**src/rtl/display_mux_controller_if.sv**
```systemverilog
// rtl/display_mux_controller_if.sv - switch/adder/display signal bundle for display_mux_controller
//
// Purpose: groups the switch inputs, the adder round trip and the
// display-side outputs of the two-digit display sequencer.
// Ports (slave = the controller):
//   s1, s2      switch banks, operand A / operand B sources
//   sum_in      5-bit sum returned from the shared adder
//   add_a/add_b registered adder operands
//   dig_val     nibble to the shared seven-segment decoder
//   en0_n/en1_n active-low digit anode enables
//   led         registered sum display
//   frame_tick  one-cycle pulse at the start of each frame
interface display_mux_controller_if;
  logic [3:0] s1;
  logic [3:0] s2;
  logic [4:0] sum_in;
  logic [3:0] add_a;
  logic [3:0] add_b;
  logic [3:0] dig_val;
  logic       en0_n;
  logic       en1_n;
  logic [4:0] led;
  logic       frame_tick;

  modport master (
    output s1, s2, sum_in,
    input  add_a, add_b, dig_val, en0_n, en1_n, led, frame_tick
  );

  modport slave (
    input  s1, s2, sum_in,
    output add_a, add_b, dig_val, en0_n, en1_n, led, frame_tick
  );
endinterface

```
**src/rtl/display_mux_controller.sv**
```systemverilog
// rtl/display_mux_controller.sv - two-digit multiplexed display sequencer with shared adder
//
// Purpose: once per frame snapshots s1/s2 into the adder operands, latches
// the returned sum onto led, and time-multiplexes digit 0 (operand A) and
// digit 1 (operand B) with optional blanking gaps between them.
// Frame = LOAD(1) + SHOW0(DWELL) + BLANK01(BLANK) + SHOW1(DWELL) + BLANK10(BLANK).
// Ports:
//   clk    system clock
//   reset  synchronous, active-high reset
//   bus    display_mux_controller_if.slave (see interface for signal list)
// All outputs are registered; each state's outputs are loaded on the edge
// on which the state itself executes, so the enable and the matching
// dig_val always change on the same edge.
module display_mux_controller #(
  parameter int DWELL_CYCLES = 24000,
  parameter int BLANK_CYCLES = 240
) (
  input  logic clk,
  input  logic reset,
  display_mux_controller_if.slave bus
);

  localparam int CNT_MAX = (DWELL_CYCLES > BLANK_CYCLES) ? DWELL_CYCLES : BLANK_CYCLES;
  localparam int CNT_W   = $clog2((CNT_MAX > 2) ? CNT_MAX : 2);

  localparam logic [CNT_W-1:0] DWELL_LAST = CNT_W'(DWELL_CYCLES - 1);
  // With no blanking the blank states are never entered; the value is unused.
  localparam logic [CNT_W-1:0] BLANK_LAST = CNT_W'((BLANK_CYCLES > 0) ? (BLANK_CYCLES - 1) : 0);
  localparam bit               NO_BLANK   = (BLANK_CYCLES == 0);

  typedef enum logic [2:0] {
    LOAD    = 3'd0,
    SHOW0   = 3'd1,
    BLANK01 = 3'd2,
    SHOW1   = 3'd3,
    BLANK10 = 3'd4
  } state_t;

  state_t           state, state_n;
  logic [CNT_W-1:0] cnt, cnt_n;

  logic [3:0] add_a_q, add_a_n;
  logic [3:0] add_b_q, add_b_n;
  logic [3:0] dig_q,   dig_n;
  logic [4:0] led_q,   led_n;
  logic       en0_q,   en0_n_d;
  logic       en1_q,   en1_n_d;
  logic       tick_q,  tick_n;

  always_ff @(posedge clk) begin
    if (reset) begin
      state   <= LOAD;
      cnt     <= '0;
      add_a_q <= '0;
      add_b_q <= '0;
      dig_q   <= '0;
      led_q   <= '0;
      en0_q   <= 1'b1;
      en1_q   <= 1'b1;
      tick_q  <= 1'b0;
    end else begin
      state   <= state_n;
      cnt     <= cnt_n;
      add_a_q <= add_a_n;
      add_b_q <= add_b_n;
      dig_q   <= dig_n;
      led_q   <= led_n;
      en0_q   <= en0_n_d;
      en1_q   <= en1_n_d;
      tick_q  <= tick_n;
    end
  end

  always_comb begin
    // Defaults: stay, count up, hold data registers, both digits dark.
    state_n = state;
    cnt_n   = cnt + CNT_W'(1);
    add_a_n = add_a_q;
    add_b_n = add_b_q;
    dig_n   = dig_q;
    led_n   = led_q;
    en0_n_d = 1'b1;
    en1_n_d = 1'b1;
    tick_n  = 1'b0;

    case (state)
      LOAD: begin
        // Only point where the switches are sampled; operands (and hence
        // the adder's sum) stay frozen for the rest of the frame.
        add_a_n = bus.s1;
        add_b_n = bus.s2;
        tick_n  = 1'b1;
        cnt_n   = '0;
        state_n = SHOW0;
      end

      SHOW0: begin
        en0_n_d = 1'b0;
        dig_n   = add_a_q;
        // add_a/add_b settled on the LOAD edge, so sum_in is valid here.
        if (cnt == '0) begin
          led_n = bus.sum_in;
        end
        if (cnt == DWELL_LAST) begin
          cnt_n   = '0;
          state_n = NO_BLANK ? SHOW1 : BLANK01;
        end
      end

      BLANK01: begin
        if (cnt == BLANK_LAST) begin
          cnt_n   = '0;
          state_n = SHOW1;
        end
      end

      SHOW1: begin
        en1_n_d = 1'b0;
        dig_n   = add_b_q;
        if (cnt == DWELL_LAST) begin
          cnt_n   = '0;
          state_n = NO_BLANK ? LOAD : BLANK10;
        end
      end

      BLANK10: begin
        if (cnt == BLANK_LAST) begin
          cnt_n   = '0;
          state_n = LOAD;
        end
      end

      default: begin
        cnt_n   = '0;
        state_n = LOAD;
      end
    endcase
  end

  assign bus.add_a      = add_a_q;
  assign bus.add_b      = add_b_q;
  assign bus.dig_val    = dig_q;
  assign bus.led        = led_q;
  assign bus.en0_n      = en0_q;
  assign bus.en1_n      = en1_q;
  assign bus.frame_tick = tick_q;

endmodule

```
**src/flat_wrapper.sv**
```systemverilog
// flat-port wrapper written by rule: the top's interface ports become plain ports
module display_mux_controller_flat 
#(
  parameter int DWELL_CYCLES = 24000,
  parameter int BLANK_CYCLES = 240
)
  (clk, reset, bus_s1, bus_s2, bus_sum_in, bus_add_a, bus_add_b, bus_dig_val, bus_en0_n, bus_en1_n, bus_led, bus_frame_tick);
  display_mux_controller_if bus_i ();
  input  logic clk;
  input  logic reset;
  input wire logic [$bits(bus_i.s1)-1:0] bus_s1;
  input wire logic [$bits(bus_i.s2)-1:0] bus_s2;
  input wire logic [$bits(bus_i.sum_in)-1:0] bus_sum_in;
  output wire logic [$bits(bus_i.add_a)-1:0] bus_add_a;
  output wire logic [$bits(bus_i.add_b)-1:0] bus_add_b;
  output wire logic [$bits(bus_i.dig_val)-1:0] bus_dig_val;
  output wire logic [$bits(bus_i.en0_n)-1:0] bus_en0_n;
  output wire logic [$bits(bus_i.en1_n)-1:0] bus_en1_n;
  output wire logic [$bits(bus_i.led)-1:0] bus_led;
  output wire logic [$bits(bus_i.frame_tick)-1:0] bus_frame_tick;
  assign bus_i.s1 = bus_s1;
  assign bus_i.s2 = bus_s2;
  assign bus_i.sum_in = bus_sum_in;
  assign bus_add_a = bus_i.add_a;
  assign bus_add_b = bus_i.add_b;
  assign bus_dig_val = bus_i.dig_val;
  assign bus_en0_n = bus_i.en0_n;
  assign bus_en1_n = bus_i.en1_n;
  assign bus_led = bus_i.led;
  assign bus_frame_tick = bus_i.frame_tick;
  display_mux_controller #(.DWELL_CYCLES(DWELL_CYCLES), .BLANK_CYCLES(BLANK_CYCLES)) u_core (.clk(clk), .reset(reset), .bus(bus_i));
endmodule
```
**config.mk**
```make
export PLATFORM = sky130hd
export DESIGN_NAME = display_mux_controller_flat
export DESIGN_NICKNAME = d
export VERILOG_FILES = /design/src/rtl/display_mux_controller_if.sv /design/src/rtl/display_mux_controller.sv /design/src/flat_wrapper.sv
export SDC_FILE = /design/constraint.sdc
export NUM_CORES = 1
export LEC_CHECK = 0
export ABC_CLOCK_PERIOD_IN_PS = 1800
export CORE_AREA = 2 2 64 66
export CTS_CLUSTER_DIAMETER = 120
export DETAILED_ROUTE_END_ITERATION = 10
export DIE_AREA = 0 0 66 68
export GPL_ROUTABILITY_DRIVEN = 0
export PLACE_DENSITY = 0.73
export SLEW_MARGIN = 10
export SYNTH_ARGS = -nofsm -noshare
export SYNTH_HDL_FRONTEND = slang
export SYNTH_SLANG_ARGS = --single-unit
```
**constraint.sdc**
```tcl
create_clock -name clk -period 1.8 [get_ports clk]
set_input_delay 0.27 -clock clk [delete_from_list [all_inputs] [get_ports clk]]
set_output_delay 0.27 -clock clk [all_outputs]
set_load 0.01 [all_outputs]
```
# ---- Word level (Yosys, flattened, before mapping)
# Index checks and enable logic that the tools add are counted.
dict set report totals {
  register_bits 38
  latch_bits 0
  ramBits 0
  rom_bits 0
  in_bits 15
  output_inout_bits 20
  memories 0
}
dict set report classes {
  add_sub_neg 1
  n_mul 0
  n_div 0
  order_cmp 0
  n_eq_ne 10
  shifts 0
  muxes 12
  bitwise_logic 0
  n_reduce_logical 7
}
# operator count
set ops {}
lappend ops {{15-bit 2-to-1 mux} 2}
lappend ops {{15-bit case mux with 2 select lines} 1}
lappend ops {{15-bit by 1-bit adder with 15-bit output (second input constant)} 1}
lappend ops {{15-bit equality test (second input constant)} 1}
lappend ops {{15-bit by 8-bit equality test with 1-bit output (second input constant)} 1}
lappend ops {{15-bit logical NOT} 1}
lappend ops {{3-bit case mux with 5 select lines} 1}
lappend ops {{3-bit 2-to-1 mux} 4}
lappend ops {{2-bit by 1-bit != test with 1-bit output (second input constant)} 4}
lappend ops {{4-bit case mux with 2 select lines} 1}
lappend ops {{3-bit by 2-bit equality test with 1-bit output (second input constant)} 2}
lappend ops {{4-bit AND reduction} 1}
lappend ops {{2-bit OR reduction} 2}
lappend ops {{3-bit by 1-bit equality test with 1-bit output (second input constant)} 1}
lappend ops {{3-bit equality test (second input constant)} 1}
lappend ops {{3-bit logical NOT} 1}
lappend ops {{1-bit 2-to-1 mux} 3}
lappend ops {{2-bit AND reduction} 1}
lappend ops {{2-bit nonzero test} 1}

# ---- Depth between registers and ports, before layout
# Gate-level depths: netlist of the first run.
dict set report depth {
  ltp_word 3
  depth_mapped 7
  ltp_nobuf 6
}

# ---- Least setup slack after synthesis of the first run
# No wires, ideal clock.
dict set report synth_timing {
  path_type {register -> register}
  from {register u_core.cnt[0]}
  to {register u_core.led_q[4], in the netlist u_core.bus.led[4]}
  arrival_time_ps 1640
  required_time_ps 1668
  slack_ps 28
  stages_incl_launch_ff 7
  n_path_buf 0
  synth_period_minus_slack_ps 1772
  path_cell_list {dfxtp_1 inv_1 ha_1 or4b_1 or4_4 o21ai_1 a21oi_1}
}
dict set report synth_via {
  elab_chain_cells 2
}
# element line
set synth_rtl {}
lappend synth_rtl {{start, declared} display_mux_controller.sv:40} ;# logic [CNT_W-1:0] cnt, cnt_n;
lappend synth_rtl {{start signal, assigned} display_mux_controller.sv:63} ;# cnt <= cnt_n;
lappend synth_rtl {{15-bit logical NOT} display_mux_controller.sv:101} ;# if (cnt == '0) begin
lappend synth_rtl {{2-bit AND reduction (no source line)} --}
lappend synth_rtl {{end signal, assigned} display_mux_controller.sv:67} ;# led_q <= led_n;
lappend synth_rtl {{end, declared} display_mux_controller.sv:45} ;# logic [4:0] led_q, led_n;
# Every way passes these cells.
# A chain may end at the register's enable or synchronous reset.

# ---- Worst setup path after layout of the first run
dict set report layout_timing {
  from {register u_core.cnt[8]}
  to {register u_core.led_q[2], in the netlist u_core.bus.led[2]}
}
# The elaborated chain is that of the path after synthesis.

==> metrics.md, run 1 <==
| Metric | Value |
|---|---|
| Vias in the first global route | 1,397 |
| F_max | between 0.5 and 0.6 GHz |
| Total Routing Usage GR | about 18% |
| Crit-path max FO | 5 |
| Yosys cell types | 33 |
| First-pass GRT wire length | approximately 6300 um |
| CP delay by family, top | simple AND/OR/NAND/NOR gates |
| Status | complete, but fails checks |
| Final hold violation count | 0 |
| Pwr Density | 827 mW/mm^2 |
| Synthesized area per cell | 8.71 um^2 |
| Worst-case clock buffer depth | 2 |
| CORE AREA | 0.00386 mm^2 |
| Skew-Pair Late Insertion Delay | 0.29 ns |
| MaxCap Viol Count | 0 |
| Placed instance area | 0.00219 mm^2 |
| Clock Skew | roughly 0.009 ns |
| Relative slew slack | 41.7% |
| Initial Util | a little over two fifths |
| Synthesis warning total | 0 |
| Period utilization | 100% |
| Most used cell, CP | or4_4 |
| Final slew viol count | 0 |
| Area contributors post-synth | dfxtp_1 (46%), a21oi_1 (8.5%), xnor2_1 (5.8%), nand2_1 (5.7%), nand3_1 (3.3%) |
| Crit path largest cell delay | approximately 0.57 ns |
| Htree depth | 2 |
| Die X | 66 um |
| Postcts setup bufs | 0 |
| Worst Tran Pin Value | roughly 0.87 ns |
| Tmin final | 1.81 ns |
| WL/cell | 13.0 um |
| Vias/cell | 5.17 |
| Post-DRT Antenna Nets | 0 |
| Final #Nets | ~260 |
| ANT cells | 0 |
| Routed vias | roughly 1,500 |
| Crit-path slowest cell | or4_4 |
| Worst hold slack | 0.469 ns |
| Layout area overhead | 42.7% |
| Cts hold-fix bufs | 0 |
| CTS Buf Count | 5 |
| GRT overflow | 0 |
| Setup crit end kind | flip-flop |
| Final setup fails | 3 |
| Register area share after synthesis | 46.0% |
| RSZ-0062 raised after global routing | true |
| Initial antenna violation count | 0 |
| Routed WL | 3830 um |
| FF+latch count, synth | 38 |
| Placement row count | 23 |
| Synth Net Count | 207 |
| Final WS setup | -0.00632 ns |
| Initial drt markers | 92 |
| Largest net degree at the start of global routing | 24 |
| Die height | 68 um |
| Mapped Cells | 190 |
| DRC violations left | 0 |
| Worst Path Arrival | 1.98 ns |
| IO Pins | 35 |
| Buffers on Ports | 34 |
| Die area | 0.00449 mm^2 |
| Critical path type | reg -> reg |
| Finished Layout Cells | a little under 300 |
| Leading area contributor after synthesis | dfxtp_1 |
| Failing checks | negative setup slack |
| TritonRoute pass-1 iters | 4 |
| Share of post-route cells with drive strength above 1 | about 18% |
| Cells after DPL | 287 |
| Worst-path clk slew | 0.07 ns |
| Fin area | 0.00236 mm^2 |
| CTS tree | built |
| CTS Sinks | 38 |
| Worst vdd ir | between 0.4 and 0.5 mV |
| CP Launch Type | flip-flop |
| Worst Hold Class | reg -> reg |
| Leakage Power | 0.000850 uW |
| Yosys top cell area share | 46.0% |
| Post-DP HPWL | 2770 um |
| Req. time, crit path | 1.97 ns |
| Root Buffer | clkbuf_8 |
| WP buf/inv | 0 |
| Worst path cell trace | or4_4, or4_4, o21ai_1, a21oi_1 |
| Synthesized cell area | 0.00166 mm^2 |
## cell usage in the layout (no fill, tap or decap), types with 5 or more instances in the layout
master,Yosys,final
clkbuf_8,0,6
a21oi_1,28,28
clkdlybuf4s50_1,0,34
xnor2_1,11,11
dfxtp_1,38,36
nand2_1,25,25
buf_4,1,19
nor3_1,5,5
nand3_1,11,11
nor2_1,8,8
## cell families (layout without fill, tap and decap cells)
| group | count (synthesis) | in the layout | synth area share, % |
|---|---|---|---|
| flip-flops | 38 | 38 | 46.0 |
| multiplexers | 3 | 3 | 1.81 |
| XOR/XNOR | 13 | 13 | 6.88 |
| buffers and inverters | 14 | 69 | 4.46 |
| AND/OR/NAND/NOR | 79 | 79 | 26.2 |
| adder cells (fa/ha/maj) | 2 | 2 | 1.51 |
| AO/OA/AOI/OAI | 41 | 41 | 13.2 |
## through the flow
step | TNS [ns] | total power (uW) | util, % | worst slack, ns
2_1_floorplan | 0 | 978 | - | 0.0276
3_5_place_dp | -0.274 | 1080 | 56.9 | -0.0420
3_3_place_gp | -0.0784 | 1080 | 56.9 | -0.0287
4_1_cts | -0.000446 | 1960 | 60.9 | -0.000446
5_1_grt | -0.652 | 2030 | 61.3 | -0.0885
6_report | -0.0123 | 1950 | 61.3 | -0.00632
## sequential cells by signal, indices dropped and copies added (netlist names)
name / count
u_core.bus.en1_n: 1
u_core.bus.dig_val: 4
u_core.bus.add_a: 4
u_core.bus.add_b: 4
u_core.state: 3
u_core.bus.en0_n: 1
u_core.cnt: 15
u_core.bus.led: 5
u_core.bus.frame_tick: 1
## path summary, 6_finish.rpt
kind | from | to | slack, ns | depth (start not counted)
max reg2reg | u_core.cnt[8] | u_core.bus.led[2] | -0.006 | 4
min | u_core.bus.led[4] | u_core.bus.led[4] | 0.47 | 2
min reg2reg | u_core.bus.led[4] | u_core.bus.led[4] | 0.47 | 2
max | u_core.cnt[8] | u_core.bus.led[2] | -0.006 | 4
## synth_stat cells
| cell | n |
|---|---|
| xor2_1 | 2 |
| buf_6 | 2 |
| a22oi_1 | 1 |
| buf_2 | 2 |
| and3_1 | 3 |
| inv_1 | 5 |
| ha_1 | 2 |
| or4_1 | 2 |
| nor2_1 | 8 |
| nor2b_1 | 1 |
| a211oi_1 | 2 |
| nand3_1 | 11 |
| o21ai_0 | 3 |
| clkbuf_1 | 3 |
| a21oi_1 | 28 |
| nor3_1 | 5 |
| dfxtp_1 | 38 |
| nor4_4 | 1 |
| o21ai_1 | 5 |
| nand4_1 | 4 |
| nand2b_1 | 3 |
| mux2i_1 | 3 |
| or4_4 | 3 |
| xnor2_1 | 11 |
| a21boi_0 | 1 |
| or3_2 | 1 |
| nand2_1 | 25 |
| or4b_1 | 2 |
| buf_1 | 1 |
| nor4_1 | 6 |
| buf_4 | 1 |
| or3_1 | 4 |
| o32ai_1 | 1 |
## where the power goes
group          internal, uW  total, uW  switching [uW]
sequential              868        886            18.2
combinational           105        181            76.3
clock                   591        886             295
total                  1560       1950             389
## area by class of cell
| class | instances | area, um^2 |
|---|---|---|
| clock buffers | 6 | 82.6 |
| clock inverters | 2 | 60.1 |
| fillers | 336 | 1490 |
| inverters | 5 | 18.8 |
| multi-input cells | 138 | 841 |
| flip-flops and latches | 38 | 763 |
| well taps | 50 | 62.6 |
| repair buffers | 56 | 534 |
## routing by layer
metal	GRT usage [%]	wire (um)
met1	25.5	1810
met2	27.8	1770
met3	3.13	184
met4	8.67	63
met5	0	0
## worst reg2reg max path, stage by stage, from the launching register on
cell	delay, ns
dfxtp_1	0.32
or4_4	0.57
or4_4	0.57
o21ai_1	0.16
a21oi_1	0.07
## repair_timing
item | CTS | global route
pin swaps | 1 | 10
endpoints found under the setup margin | 15 | 20
gates resized for setup | 2 | 7
Note: power is estimated with default switching activity, not from simulation.
==> run 2, diff against run 1 <==
Settings changed: CORE_AREA 2 2 64 66 to 2 2 72 74, CTS_BUF_LIST set to sky130_fd_sc_hd__clkbuf_8, DIE_AREA 0 0 66 68 to 0 0 74 76, PLACE_DENSITY 0.73 to unset.
==> metrics.md, run 2 (synthesis results as in run 1) <==
| Metric | Value |
|---|---|
| Hold Crit Endpoint | u_core.cnt[0] (was u_core.bus.led[4]) |
| Crit path largest cell delay | 0.58 ns (was 0.57 ns) |
| Power Total | 1810 uW (was 1950 uW) |
| Final WS setup | -0.0252 ns (was -0.00632 ns) |
| Leakage Power | 0.000869 uW (was 0.000850 uW) |
| Root Buffer | clkbuf_8 (unchanged) |
| Routed vias | 1,555 (was 1,524) |
| Min-delay src | u_core.cnt[0] (was u_core.bus.led[4]) |
| TritonRoute pass-1 iters | 4 (unchanged) |
| DRC violations left | 0 (unchanged) |
| Worst Hold Class | reg -> reg (unchanged) |
| Relative slew slack | 59.5% (was 41.7%) |
| Placement row count | 26 (was 23) |
| Reg-to-Reg End | u_core.bus.led[3] (was u_core.bus.led[2]) |
| R2r setup slk | -0.03 ns (was -0.006 ns) |
| Worst Path Arrival | 2.00 ns (was 1.98 ns) |
| Fin area | 0.00242 mm^2 (was 0.00236 mm^2) |
| Die X | 74 um (was 66 um) |
| CORE AREA | 0.00491 mm^2 (was 0.00386 mm^2) |
| Die height | 76 um (was 68 um) |
| Setup TNS | -0.0252 ns (was -0.0123 ns) |
| Clock Skew | 0.00536 ns (was 0.00875 ns) |
| Worst hold path depth | 1 (was 2) |
| Worst vdd ir | 0.354 mV (was 0.422 mV) |
| Most common cell after layout, fill and taps aside | dfxtp_1 (unchanged) |
| WL/cell | 12.7 um (was 13.0 um) |
| Cells after DPL | 313 (was 287) |
| MaxCap Viol Count | 0 (unchanged) |
| Vias/cell | 4.83 (was 5.17) |
| Period utilization | 101% (was 100%) |
| Max reg flops | 15 (unchanged) |
| Finished Layout Cells | 322 (was 295) |
| Failing checks | negative setup slack (unchanged) |
| # fillers | 484 (was 336) |
| Worst Tran Pin Value | 0.602 ns (was 0.868 ns) |
| Worst-path clk slew | 0.07 ns (about the same) |
| CTS Sinks | 38 (unchanged) |
| CTS Buf Count | 5 (unchanged) |
| Total Routing Usage GR | 15.5% (was 18.3%) |
| RSZ-0062 raised after global routing | true (unchanged) |
| ANT cells | 0 (unchanged) |
| Pre-CTS setup slack | -0.0426 ns (was -0.0420 ns) |
| Share of post-route cells with drive strength above 1 | 19.8% (was 17.6%) |
| Top reg by flops | u_core.cnt (unchanged) |
| Status | complete, but fails checks (unchanged) |
| Die area | 0.00562 mm^2 (was 0.00449 mm^2) |
| Post-DRT Antenna Nets | 0 (unchanged) |
| Final #Nets | 269 (was 261) |
| Pwr Density | 747 mW/mm^2 (was 827 mW/mm^2) |
| Vias in the first global route | 1,521 (was 1,397) |
| Routed WL | 4080 um (was 3830 um) |
| R2R cell count | 4 (unchanged) |
| Post-DP HPWL | 3050 um (was 2770 um) |
| Final hold violation count | 0 (unchanged) |
| GRT overflow | 0 (unchanged) |
| CP Launch Type | flip-flop (unchanged) |
| Crit-path slowest cell | or4_4 (unchanged) |
| Skew-Pair Late Insertion Delay | 0.28 ns (was 0.29 ns) |
| Crit-path max FO | 5 (unchanged) |
| Layout area overhead | 46.0% (was 42.7%) |
| Initial antenna violation count | 0 (unchanged) |
| Buffers on Ports | 34 (unchanged) |
| Req. time, crit path | 1.98 ns (was 1.97 ns) |
| First-pass GRT wire length | 6850 um (was 6270 um) |
| Worst R2R Start | u_core.cnt[8] (unchanged) |
| Most used cell, CP | or4_4 (unchanged) |
| Critical path type | reg -> reg (unchanged) |
| Placed instance area | 0.00225 mm^2 (was 0.00219 mm^2) |
| CTS tree | built (unchanged) |
| Final slew viol count | 0 (unchanged) |
| Htree depth | 2 (unchanged) |
| Worst-case clock buffer depth | 2 (unchanged) |
| Final setup fails | 1 (was 3) |
| Most frequent cells in the layout | dfxtp_1 (36), clkdlybuf4s50_1 (34), buf_4 (28) (was dfxtp_1 (36), clkdlybuf4s50_1 (34), a21oi_1 (28)) |
| Initial drt markers | 52 (was 92) |
| Setup crit end kind | flip-flop (unchanged) |
| Worst path cell trace | or4_4, or4_4, o21ai_1, a21oi_2 (was or4_4, or4_4, o21ai_1, a21oi_1) |
| Largest net degree at the start of global routing | 16 (was 24) |
| Initial Util | 33.7% (was 42.9%) |
| IO Pins | 35 (unchanged) |
| F_max | 0.548 GHz (was 0.554 GHz) |
| Tmin final | 1.83 ns (was 1.81 ns) |
[run 2: changes by cell type in the layout (fill, tap and decap cells not counted), sizes merged]
cell    previous run  this run
buf               22        30
bufinv             2         1
[run 2: stage by stage]
step / hold WS (ns) / utilization (%)
floorplan: 0.382 / -
global placement: 0.462 / 45.8
detailed placement: 0.467 / 45.8
CTS: 0.477 / 48.4
global route: 0.455 / 49.2
finish: 0.449 / 49.2
[run 2: worst max-delay path by stage]
stage,from,endpoint,slack [ns]
floorplan,u_core.cnt[0],u_core.bus.led[4],0.03
global route,u_core.cnt[8],u_core.bus.led[3],-0.11
global placement,u_core.cnt[6],u_core.cnt[13],-0.07
detailed placement,u_core.cnt[8],u_core.cnt[1],-0.04
CTS,u_core.cnt[6],u_core.cnt[1],0.001
finish,u_core.cnt[8],u_core.bus.led[3],-0.03
[run 2: what timing repair did]
action                     4_1_cts  5_1_grt
pin swaps                        0       13
setup buffers                    0        2
gates resized for setup          2        8
hold buffers                     0        0
setup endpoints to repair       15       21
[run 2: routing by layer]
layer / part of all wire, % / up-vias / global-route usage [%]
met5: 0 / - / 0
met2: 50 / 27 / 25.1
met4: 1.5 / 0 / 4.36
li1: - / 803 / -
met1: 46 / 719 / 19.9
met3: 2.9 / 6 / 4.37
[run 2: worst max-delay path: cells and delay by family, from the launching register on]
family | cells | cell delay, ns
AO/OA/AOI/OAI | 2 | 0.26
flip-flops | 1 | 0.32
AND/OR/NAND/NOR | 2 | 1.15
[run 2: final cells by class]
cell class,count,area (um^2),share of cell area [%]
clock inverters,1,30.0,1.24
clock buffers,6,82.6,3.42
inverters,5,18.8,0.776
repair buffers,64,582,24.1
multi-input cells,138,853,35.3
flip-flops and latches,38,763,31.6
well taps,70,87.6,3.62
[run 2: power breakdown]
| part | switching [uW] | internal, uW |
|---|---|---|
| combinational | 79.4 | 112 |
| clock | 287 | 443 |
| sequential | 16.8 | 868 |
| total | 383 | 1420 |
